## src/rtl/cordic_pkg.sv

```systemverilog
// Shared CORDIC definitions for the rotation (sine) and vectoring datapaths.
// Angles are Q2.13 radians (8192 = 1.0 rad). Also holds the arctangent
// table, the inverse CORDIC gain and the controller state encoding.
package cordic_pkg;

  localparam int unsigned AngleW    = 16;
  localparam int unsigned AngleFrac = 13;

  // pi in Q2.13
  localparam logic [15:0] PI_Q13 = 16'd25736;

  // 1/K = 0.60725 in Q2.13
  localparam logic [12:0] CORDIC_INV_GAIN_Q13 = 13'd4975;

  // round(atan(2^-i) * 8192), i = 0..15
  localparam logic [15:0] ATAN_LUT [16] = '{
    16'd6434, 16'd3798, 16'd2007, 16'd1019, 16'd511, 16'd256, 16'd128, 16'd64,
    16'd32,   16'd16,   16'd8,    16'd4,    16'd2,   16'd1,   16'd0,   16'd0
  };

  // Controller states
  typedef logic [1:0] state_t;
  localparam state_t StIdle  = 2'd0;
  localparam state_t StIter  = 2'd1;
  localparam state_t StScale = 2'd2;

endpackage

```

## src/rtl/cordic_vec_stage.sv

```systemverilog
// One vectoring-mode CORDIC micro-rotation, purely combinational.
// Rotates (x, y) towards the positive x axis by atan(2^-i) and accumulates
// the applied angle into z.
//   x_i, y_i, z_i : current state (signed, W_INT bits)
//   iter_i        : micro-rotation index 0..15
//   x_o, y_o, z_o : state after this micro-rotation
module cordic_vec_stage
  import cordic_pkg::*;
#(
  parameter int unsigned W_INT = 18
) (
  input  logic signed [W_INT-1:0] x_i,
  input  logic signed [W_INT-1:0] y_i,
  input  logic signed [W_INT-1:0] z_i,
  input  logic        [3:0]       iter_i,
  output logic signed [W_INT-1:0] x_o,
  output logic signed [W_INT-1:0] y_o,
  output logic signed [W_INT-1:0] z_o
);

  logic signed [W_INT-1:0] x_sh;
  logic signed [W_INT-1:0] y_sh;
  logic signed [W_INT-1:0] atan_ext;

  always_comb begin
    x_sh     = x_i >>> iter_i;
    y_sh     = y_i >>> iter_i;
    atan_ext = {{(W_INT-16){1'b0}}, ATAN_LUT[iter_i]};
    // Positive y: rotate clockwise, so the accumulated angle grows.
    if (!y_i[W_INT-1]) begin
      x_o = x_i + y_sh;
      y_o = y_i - x_sh;
      z_o = z_i + atan_ext;
    end else begin
      x_o = x_i - y_sh;
      y_o = y_i + x_sh;
      z_o = z_i - atan_ext;
    end
  end

endmodule

```

## src/rtl/cordic_vector.sv

```systemverilog
// Vectoring-mode CORDIC: converts a Cartesian pair (X, Y) into polar form.
// Angle_o = atan2(Y, X) in Q2.13 radians, Magnitude_o = sqrt(X^2 + Y^2)
// with the CORDIC gain removed. One micro-rotation per clock.
//   Clk_i, Rst_ni : clock, asynchronous active-low reset
//   X_i, Y_i      : signed inputs, captured only when a Start is accepted
//   Start_i       : request, honoured only while idle
//   Angle_o       : signed Q2.13 angle, held until the next result
//   Magnitude_o   : unsigned magnitude, same LSB weight as X_i/Y_i
//   Busy_o        : conversion in flight
//   Done_o        : one-cycle pulse when a new result is on the outputs
module cordic_vector
  import cordic_pkg::*;
#(
  parameter int unsigned ITER  = 16,
  parameter int unsigned W_INT = 18
) (
  input  logic        Clk_i,
  input  logic        Rst_ni,
  input  logic [15:0] X_i,
  input  logic [15:0] Y_i,
  input  logic        Start_i,
  output logic [15:0] Angle_o,
  output logic [15:0] Magnitude_o,
  output logic        Busy_o,
  output logic        Done_o
);

  localparam int unsigned ProdW = W_INT + 13;

  state_t                  state_q, state_d;
  logic        [3:0]       iter_q, iter_d;
  logic signed [W_INT-1:0] x_q, x_d;
  logic signed [W_INT-1:0] y_q, y_d;
  logic signed [W_INT-1:0] z_q, z_d;
  logic                    zero_q, zero_d;
  logic        [15:0]      angle_q, angle_d;
  logic        [15:0]      mag_q, mag_d;
  logic                    done_q, done_d;

  logic signed [W_INT-1:0] x_nxt, y_nxt, z_nxt;
  logic signed [W_INT-1:0] x_in, y_in, pi_ext;
  logic        [ProdW-1:0] prod;
  logic        [W_INT-1:0] mag_full;

  cordic_vec_stage #(
    .W_INT (W_INT)
  ) u_stage (
    .x_i    (x_q),
    .y_i    (y_q),
    .z_i    (z_q),
    .iter_i (iter_q),
    .x_o    (x_nxt),
    .y_o    (y_nxt),
    .z_o    (z_nxt)
  );

  always_comb begin
    x_in   = {{(W_INT-16){X_i[15]}}, X_i};
    y_in   = {{(W_INT-16){Y_i[15]}}, Y_i};
    pi_ext = {{(W_INT-16){1'b0}}, PI_Q13};

    // x is never negative after the pre-rotation; gate anyway for safety.
    prod     = {{13{1'b0}}, x_q} * ProdW'(CORDIC_INV_GAIN_Q13);
    mag_full = W_INT'(prod >> AngleFrac);

    state_d = state_q;
    iter_d  = iter_q;
    x_d     = x_q;
    y_d     = y_q;
    z_d     = z_q;
    zero_d  = zero_q;
    angle_d = angle_q;
    mag_d   = mag_q;
    done_d  = 1'b0;

    unique case (state_q)
      StIdle: begin
        if (Start_i) begin
          state_d = StIter;
          iter_d  = 4'd0;
          // (0,0) would otherwise accumulate the whole LUT into z.
          zero_d  = (X_i == 16'd0) && (Y_i == 16'd0);
          // Left half-plane: rotate by pi so the iterations only see x >= 0.
          // Y == 0 takes +pi so the negative real axis reports +pi.
          if (X_i[15]) begin
            x_d = -x_in;
            y_d = -y_in;
            z_d = Y_i[15] ? -pi_ext : pi_ext;
          end else begin
            x_d = x_in;
            y_d = y_in;
            z_d = '0;
          end
        end
      end
      StIter: begin
        x_d    = x_nxt;
        y_d    = y_nxt;
        z_d    = z_nxt;
        iter_d = iter_q + 4'd1;
        if (iter_q == 4'(ITER - 1)) begin
          state_d = StScale;
        end
      end
      StScale: begin
        state_d = StIdle;
        done_d  = 1'b1;
        angle_d = zero_q ? 16'd0 : z_q[15:0];
        if (x_q[W_INT-1]) begin
          mag_d = 16'd0;
        end else if (|mag_full[W_INT-1:16]) begin
          mag_d = 16'hffff;
        end else begin
          mag_d = mag_full[15:0];
        end
      end
      default: state_d = StIdle;
    endcase
  end

  always_ff @(posedge Clk_i or negedge Rst_ni) begin
    if (!Rst_ni) begin
      state_q <= StIdle;
      iter_q  <= '0;
      x_q     <= '0;
      y_q     <= '0;
      z_q     <= '0;
      zero_q  <= 1'b0;
      angle_q <= '0;
      mag_q   <= '0;
      done_q  <= 1'b0;
    end else begin
      state_q <= state_d;
      iter_q  <= iter_d;
      x_q     <= x_d;
      y_q     <= y_d;
      z_q     <= z_d;
      zero_q  <= zero_d;
      angle_q <= angle_d;
      mag_q   <= mag_d;
      done_q  <= done_d;
    end
  end

  assign Angle_o     = angle_q;
  assign Magnitude_o = mag_q;
  assign Done_o      = done_q;
  assign Busy_o      = (state_q != StIdle);

endmodule

```

## config.mk

```make
export PLATFORM = sky130hd
export DESIGN_NAME = cordic_vector
export DESIGN_NICKNAME = d
export VERILOG_FILES = /design/src/rtl/cordic_pkg.sv /design/src/rtl/cordic_vec_stage.sv /design/src/rtl/cordic_vector.sv
export SDC_FILE = /design/constraint.sdc
export NUM_CORES = 1
export LEC_CHECK = 0
export BUFFER_PORTS_ARGS = -buffer_cell sky130_fd_sc_hd__buf_2
export CAP_MARGIN = 20
export CORE_ASPECT_RATIO = 0.9
export CORE_MARGIN = 1.5
export CORE_UTILIZATION = 30
export CTS_CLUSTER_SIZE = 24
export DETAILED_ROUTE_END_ITERATION = 7
export GPL_ROUTABILITY_DRIVEN = 0
export PLACE_DENSITY = 0.44
export SKIP_CTS_REPAIR_TIMING = 1
export SYNTH_ARGS = -nofsm -noshare
export SYNTH_HDL_FRONTEND = slang
export SYNTH_SLANG_ARGS = --single-unit
```

## constraint.sdc

```tcl
create_clock -name Clk_i -period 16.4 [get_ports Clk_i]
set_clock_uncertainty 0.05 [all_clocks]
set_input_delay 0.82 -clock Clk_i [delete_from_list [all_inputs] [get_ports Clk_i]]
set_output_delay 0.82 -clock Clk_i [all_outputs]
set_load 0.01 [all_outputs]
```

# Word level (Yosys, flattened, before mapping)
# Memories as Yosys holds them, arrays and structs flattened.
# Cells that the tools add are included.
[op_classes] add_sub_neg=9 shift=2 muxes=24 order_cmp=1 n_reduce_logical=10 n_eq_ne=5 n_mul=1 n_bitwise=1
[op_table] op="18-bit 2-to-1 mux" count=10
[op_table] op="18-bit case mux with 2 select lines" count=3
[op_table] op="16-bit 2-to-1 mux" count=5
[op_table] op="18-bit adder" count=2
[op_table] op="16-bit negation with 18-bit output" count=2
[op_table] op="18-bit by 4-bit >>> shifter with 18-bit output" count=2
[op_table] op="18-bit subtractor" count=2
[op_table] op="16-bit zero test" count=2
[op_table] op="18-bit by 13-bit multiplier with 31-bit output (second input constant)" count=1
[op_table] op="18-bit by 17-bit adder with 18-bit output" count=1
[op_table] op="18-bit by 17-bit subtractor with 18-bit output" count=1
[op_table] op="4-bit case mux with 2 select lines" count=1
[op_table] op="2-bit AND reduction" count=3
[op_table] op="5-bit greater-or-equal comparator (second input constant)" count=1
[op_table] op="4-bit inverter with 5-bit output" count=1
[op_table] op="4-bit by 1-bit adder with 4-bit output (second input constant)" count=1
[op_table] op="4-bit == test (second input constant)" count=1
[op_table] op="2-bit 2-to-1 mux" count=2
[op_table] op="4-bit 2-to-1 mux" count=1
[op_table] op="2-bit inequality test (second input constant)" count=2
[op_table] op="2-bit case mux with 2 select lines" count=1
[op_table] op="2-bit nonzero test" count=2
[op_table] op="2-bit by 1-bit == test with 1-bit output (second input constant)" count=1
[op_table] op="2-bit == test (second input constant)" count=1
[op_table] op="4 further kinds" count=4
[word_totals] in_bits=35 wordCells=63 output_inout_bits=34 n_memories=1 register_bits=94 rom_bits=256
[memory_table] memory="(name not given)" words=16 width=16 read_ports=1 rd_ports_with_merged_regs=0 write_ports=0 line="cordic_vec_stage.sv:28" text="atan_ext = {{(W_INT-16){1'b0}}, ATAN_LUT[iter_i]};"

# Logic depth before layout (Yosys ltp)
# Gate-level depths: netlist of the first run.
[depth] depth_word=7 ltp_mapped=23 mapped_depth_nobuf=21

# Modules after synthesis
# A second synthesis of the first run with hierarchy kept.
[hier_totals] hier_cells=1666 area_unflattened_um2=14619.0
[modules_own_cells] module="cordic_vector" cells_per_inst=962 area_per_inst_um2=9172.5 seq_area_each_um2=2352.3 instances=1
[modules_own_cells] module="cordic_vec_stage" cells_per_inst=704 area_per_inst_um2=5446.5 seq_area_each_um2=0.0 instances=1

# Worst setup path after synthesis of the first run
# No wires, ideal clock.
[synth_path] kind="flip-flop to flip-flop" startpoint="register x_q[15]" endpoint="register mag_q[4] (netlist: Magnitude_o[4])" arrival_time_ps=5954 synth_period_minus_slack_ps=6128 required_time_ps=16226 n_path_buf=1 path_stages_with_launch=20 setup_time_ps=124 setup_slack_ps=10272 path_cell_list="dfrtp_1 > inv_1 > fa_1 > fa_1 > inv_1 > fa_1 > fa_1 > inv_1 > fa_1 > inv_1 > ha_1 > and3_1 > a221o_1 > a2111oi_0 > nor2_1 > nor3_1 > a21oi_1 > o211a_1 > clkbuf_1 > a211o_1"
[synth_between] elab_chain_cells=4
[synth_lines] item="from (decl)" line="cordic_vector.sv:32" text="logic signed [W_INT-1:0] x_q, x_d;"
[synth_lines] item="from (signal assigned)" line="cordic_vector.sv:125" text="x_q <= '0;"
[synth_lines] item="from (signal assigned)" line="cordic_vector.sv:135" text="x_q <= x_d;"
[synth_lines] item="18-bit by 13-bit multiplier with 31-bit output (*)" line="cordic_vector.sv:63" text="prod = {{13{1'b0}}, x_q} * ProdW'(CORDIC_INV_GAIN_Q13);"
[synth_lines] item="2-bit OR reduction" line="cordic_vector.sv:111" text="end else if (|mag_full[W_INT-1:16]) begin"
[synth_lines] item="16-bit 2-to-1 mux (*)" line="cordic_vector.sv:111"
[synth_lines] item="16-bit 2-to-1 mux (*)" line="cordic_vector.sv:109" text="if (x_q[W_INT-1]) begin"
[synth_lines] item="to (signal assigned)" line="cordic_vector.sv:140" text="mag_q <= mag_d;"
[synth_lines] item="to (decl)" line="cordic_vector.sv:37" text="logic [15:0] mag_q, mag_d;"
# Mark *: on every way between the ends. The rest lies on a longest branch, timed or not.
# A chain may end at the register's enable or synchronous reset.

# Final worst setup path of the first run
[layout_path] startpoint="register x_q[12]" endpoint="register mag_q[5] (netlist: Magnitude_o[5])"
# The elaborated chain is that of the path after synthesis.

==> run summary, run 1 <==
Port Buffers = 68
Tightest Hold Check Type = in -> async
chip width = 235.1 um
TritonCTS clock tree = done
max-slew violation count = 0
Synth top area share = 15.83%
CP dominant cell by count = fa_1
Clock Path Buffers = 2
antenna violations before repair = 0
synth warn = 0
number of remaining DRC errors = 0
vias = 12.07k
CP endpoint kind = flop
startpoint class of the critical path = flop
status = finished clean
ant diodes = 0
WL final = 42.98 mm
DR pass1 iterations = 5
Setup CP Type = reg -> reg
nets = 1978
commonest cells in the netlist = 221 x inv_1, 157 x ha_1, 138 x nand2_1
maxcap violations = 0
Final TNS setup = 0 ns
GR peak layer = met1
post-placement cell area = 15490 um2
CP bufs+invs = 4
Post-Syn Nets = 1953
Fmax = 149.0 MHz
die area = 49790 um2
Routed WL per cell = 18.64 um
final instance area = 15800 um2
Seq/Total Area, Yosys = 15.83%
Final period util = 40.91%
CTS Root Cell = clkbuf_16
Post-Syn Area = 14540 um2
crit path time final = 6.709 ns
cells after synthesis = 1652
Worst EP arrival = 6.94 ns
Final Hold Viols = 0
total track usage = 17.75%
Num CTS Buffers = 9
CP Cell Sequence = inv_1 > fa_1 > fa_1 > inv_1 > fa_1 > fa_1 > inv_1 > fa_1 > inv_1 > ha_1 > a21o_1 > a221o_1 > a2111oi_0 > nor2_1 > nor3_1 > a21oi_1 > o211a_1 > a221o_1
met1 usage = 26.38%
crit-path leading delay family = adder cells
critical path's slowest cell = dfrtp_1
Post-synth EDFFs = 0
WHS = 0.3305 ns
GR met2 Demand/Resource = 26.37%
Core Area = 47830 um2
vias in the first global route = 11.95k
DRT iter0 DRCs = 797
cell with the most instances after synthesis = inv_1
syn avg cell area = 8.801 um2
worst skew pair latency = 0.40 ns
final setup fails = 0
Die Y = 211.8 um
met3 usage = 3.169%
largest area contributor in the netlist = dfrtp_1
Slew @ Worst Pin = 0.9008 ns
share of cells above drive strength 1 = 10.17%
Slew HR = 39.72%
H-tree levels = 3
#FFs+latches synth = 92
largest net degree at the start of global routing = 71
Starting Density = 30.40%
HPWL Detailed = 33.38 mm
Placed Cells incl. Taps = 2290
Synth area leaders = dfrtp_1 16%, fa_1 15%, ha_1 14%
Overflow after GRT = 0
asr flop ratio synth = 100.0%
Netlist cell types = 81
RSZ-0062 raised after global routing = false
crit-path max FO = 13
Primary FF master, synth = dfrtp_1
Layout area overhead = 8.658%
Crit path required time = 16.63 ns
num rows = 76
antenna violation net count after detailed routing = 0
# IOs = 69
clock-pin slew on the worst setup and hold paths = 0.08 ns
first-pass GRT wire length = 68.77 mm
Sink Count = 92
CP max stage delay = 0.66 ns
Layout Cells excl Fill = 2306
vias per inst = 5.235
==> worst paths after layout <==
check / start / endpoint / slack [ns] / cells after the start
worst max-delay path: x_q[12] / Magnitude_o[5] / 9.69 / 18
worst min-delay path: Rst_ni / Angle_o[13] / 0.33 / 1
worst max register to register: x_q[12] / Magnitude_o[5] / 9.69 / 18
worst min register to register: Angle_o[4] / Angle_o[4] / 0.41 / 2
max in group asynchronous: Rst_ni / iter_q[0] / 14.73 / 2
min in group Clk_i: Angle_o[4] / Angle_o[4] / 0.41 / 2
==> cell type report <==
class	instances	area, um2
inverters	222	833.3
clock inverters	6	76.32
flip-flops and latches	92	2307
repair buffers	86	478.0
clock buffers	10	229.0
fillers	4986	32030
well taps	624	780.7
multi-input cells	1266	11090
==> registers in the layout (all words and copies together), names as in the netlist, 2 cells and up <==
name and cells:
x_q 18, y_q 18, Angle_o 16, Magnitude_o 16, z_q 16, iter_q 4, state_q 2
==> metal layers <==
layer,wire [um],vias to the layer above
li1,-,5871
met1,22020,5945
met2,18350,230
met3,1990,26
met4,617,0
met5,0,-
==> per-stage QoR <==
stage | setup WS [ns] | util [%]
final | 9.691 | 33.03
after floorplan | 10.27 | -
after global placement | 9.829 | 32.39
after CTS | 9.663 | 33.03
after global routing | 9.256 | 33.03
after detailed placement | 9.647 | 32.39
==> cells in the final DEF (no fill, tap or decap), types with 10 or more instances in the layout <==
cell type  count
inv_1        221
ha_1         157
nand2_1      138
fa_1         109
o21ai_0       98
dfrtp_1       88
a21oi_1       88
nor2_1        86
buf_2         67
xor2_1        58
xnor2_1       54
mux4_2        30
mux2i_1       29
nor3_1        28
nand3_1       28
a21o_1        27
o211ai_1      27
a31oi_1       21
buf_4         19
nand2b_1      18
a211oi_1      17
nand3b_1      16
o31ai_1       16
a221o_1       15
and3_1        15
or3_1         14
o22ai_1       13
mux2_2        13
and2_1        12
nand4_1       11
o21a_1        10
==> cells by family (layout without fill, tap and decap cells) <==
kind of cell | count (synthesis) | count (layout) | synth area share [%]
AO/OA/AOI/OAI | 403 | 403 | 18.36
multiplexers | 80 | 80 | 8.993
flip-flops | 92 | 92 | 15.83
AND/OR/NAND/NOR | 405 | 405 | 13.60
buffers and inverters | 294 | 324 | 7.943
adder cells (fa/ha/maj) | 266 | 266 | 28.52
XOR/XNOR | 112 | 112 | 6.747
Power of run 1 is not shown: default switching activity piles up to over one toggle a cycle in this logic, so the estimate is an artifact.
==> run 2: changes to the inputs <==
--- a/config.mk
+++ b/config.mk
@@ -13,7 +13,7 @@
 export CTS_CLUSTER_SIZE = 24
 export DETAILED_ROUTE_END_ITERATION = 7
 export GPL_ROUTABILITY_DRIVEN = 0
-export PLACE_DENSITY = 0.44
+export PLACE_DENSITY = 0.45
 export SKIP_CTS_REPAIR_TIMING = 1
 export SYNTH_ARGS = -nofsm -noshare
 export SYNTH_HDL_FRONTEND = slang
==> constraint.sdc (replaced) <==
create_clock -name Clk_i -period 5.4 [get_ports Clk_i]
set_clock_uncertainty 0.05 [all_clocks]
set_input_delay 0.27 -clock Clk_i [delete_from_list [all_inputs] [get_ports Clk_i]]
set_output_delay 0.27 -clock Clk_i [all_outputs]
set_load 0.01 [all_outputs]
==> run summary, run 2 (same netlist as run 1, synthesis figures left out) <==
status = finished clean (unchanged)
WHS = 0.1387 ns (was 0.3305 ns)
Register Area = 2315 um2 (was 2307 um2)
RSZ-0062 raised after global routing = true (was false)
Num CTS Buffers = 9 (unchanged)
Tightest Hold Check Type = in -> reg (was in -> async)
# IOs = 69 (unchanged)
vias in the first global route = 12.40k (was 11.95k)
CTS Root Cell = clkbuf_16 (unchanged)
Sink Count = 92 (unchanged)
Placed Cells incl. Taps = 2433 (was 2290)
Layout area overhead = 18.01% (was 8.658%)
Clock Path Buffers = 2 (unchanged)
Final Hold Viols = 0 (unchanged)
Starting Density = 30.40% (unchanged)
number of remaining DRC errors = 0 (unchanged)
die area = 49790 um2 (unchanged)
worst skew pair latency = 0.39 ns (was 0.40 ns)
total track usage = 18.23% (was 17.75%)
Setup CP Type = reg -> reg (unchanged)
Layout Cells excl Fill = 2466 (was 2306)
largest net degree at the start of global routing = 58 (was 71)
Slew HR = 38.38% (was 39.72%)
crit path time final = 5.387 ns (was 6.709 ns)
nets = 2136 (was 1978)
vias per inst = 5.114 (was 5.235)
Die Y = 211.8 um (unchanged)
footprint of the multi-input gates = 11230 um2 (was 11090 um2)
first-pass GRT wire length = 70.92 mm (was 68.77 mm)
pre-CTS setup slack = -0.1648 ns (was 9.647 ns)
Final period util = 99.77% (was 40.91%)
Fmax = 185.6 MHz (was 149.0 MHz)
crit-path max FO = 13 (unchanged)
num rows = 76 (unchanged)
vias = 12.61k (was 12.07k)
Slew @ Worst Pin = 0.9209 ns (was 0.9008 ns)
Core Area = 47830 um2 (unchanged)
max-slew violation count = 0 (unchanged)
final setup fails = 0 (unchanged)
Worst Slack Setup Final = 0.01268 ns (was 9.691 ns)
maxcap violations = 0 (unchanged)
antenna violations before repair = 1 (was 0)
Port Buffers = 68 (unchanged)
antenna violation net count after detailed routing = 0 (unchanged)
most common cell after layout, fill and taps aside = inv_1 (unchanged)
Regs by FF count = x_q (18), y_q (18) (unchanged)
commonest non-fill, non-tap cells in the layout = 208 x inv_1, 172 x buf_4, 153 x ha_1 (was 221 x inv_1, 157 x ha_1, 138 x nand2_1)
Worst EP arrival = 5.60 ns (was 6.94 ns)
HPWL Detailed = 35.91 mm (was 33.38 mm)
DR pass1 iterations = 5 (unchanged)
CP endpoint kind = flop (unchanged)
chip width = 235.1 um (unchanged)
TritonCTS clock tree = done (unchanged)
Crit path required time = 5.62 ns (was 16.63 ns)
WL final = 44.57 mm (was 42.98 mm)
startpoint class of the critical path = flop (unchanged)
H-tree levels = 3 (unchanged)
Routed WL per cell = 18.08 um (was 18.64 um)
clock-pin slew on the worst setup and hold paths = 0.08 ns (about the same)
share of cells above drive strength 1 = 19.95% (was 10.17%)
fillers = 4975 (was 4986)
DRT iter0 DRCs = 781 (was 797)
Overflow after GRT = 0 (unchanged)
## run 2: layout make-up
class / count / area share, %
clock inverters: 7 / 0.4011
well taps: 624 / 4.550
clock buffers: 9 / 1.313
diodes: 2 / 0.02917
flip-flops and latches: 92 / 13.49
inverters: 222 / 4.944
multi-input cells: 1266 / 65.46
repair buffers: 244 / 9.816
## run 2: worst max-delay path: stages (launching register included)
cell and delay, ns:
dfrtp_1 0.41, buf_4 0.21, ha_1 0.27, fa_1 0.53, fa_1 0.44, fa_1 0.54
inv_1 0.05, fa_1 0.54, inv_1 0.07, ha_4 0.24, and3_1 0.19, a221o_1 0.41
a2111oi_4 0.33, nor2_1 0.10, nor3_2 0.15, a21oi_1 0.14, o211a_4 0.31, a221o_1 0.28
## run 2: final timing paths
check	startpoint	slack, ns	end	cells past startpoint
max	x_q[8]	0.01	Magnitude_o[12]	17
min	X_i[14]	0.14	zero_q	4
max reg2reg	x_q[8]	0.01	Magnitude_o[12]	17
min reg2reg	Angle_o[7]	0.41	Angle_o[7]	2
max in group asynchronous	Rst_ni	3.79	x_q[17]	3
min in group asynchronous	Rst_ni	0.43	Angle_o[12]	2
## run 2: metal layers
layer	global-route usage, %	share of wire, %	vias up
li1	-	-	6180
met1	27.16	52	6205
met2	28.03	43	200
met3	1.786	3.2	26
met4	4.747	1.4	0
met5	0	0	-
## run 2: stage by stage
step,setup TNS (ns),utilization (%),instance area [um2]
2_1_floorplan,0,-,14630
3_3_place_gp,-0.5573,34.80,16650
3_5_place_dp,-2.027,34.80,16650
4_1_cts,-2.755,35.42,16940
5_1_grt,-1.912,35.86,17150
6_report,0,35.87,17160
Power of run 2 is left out for the same reason.
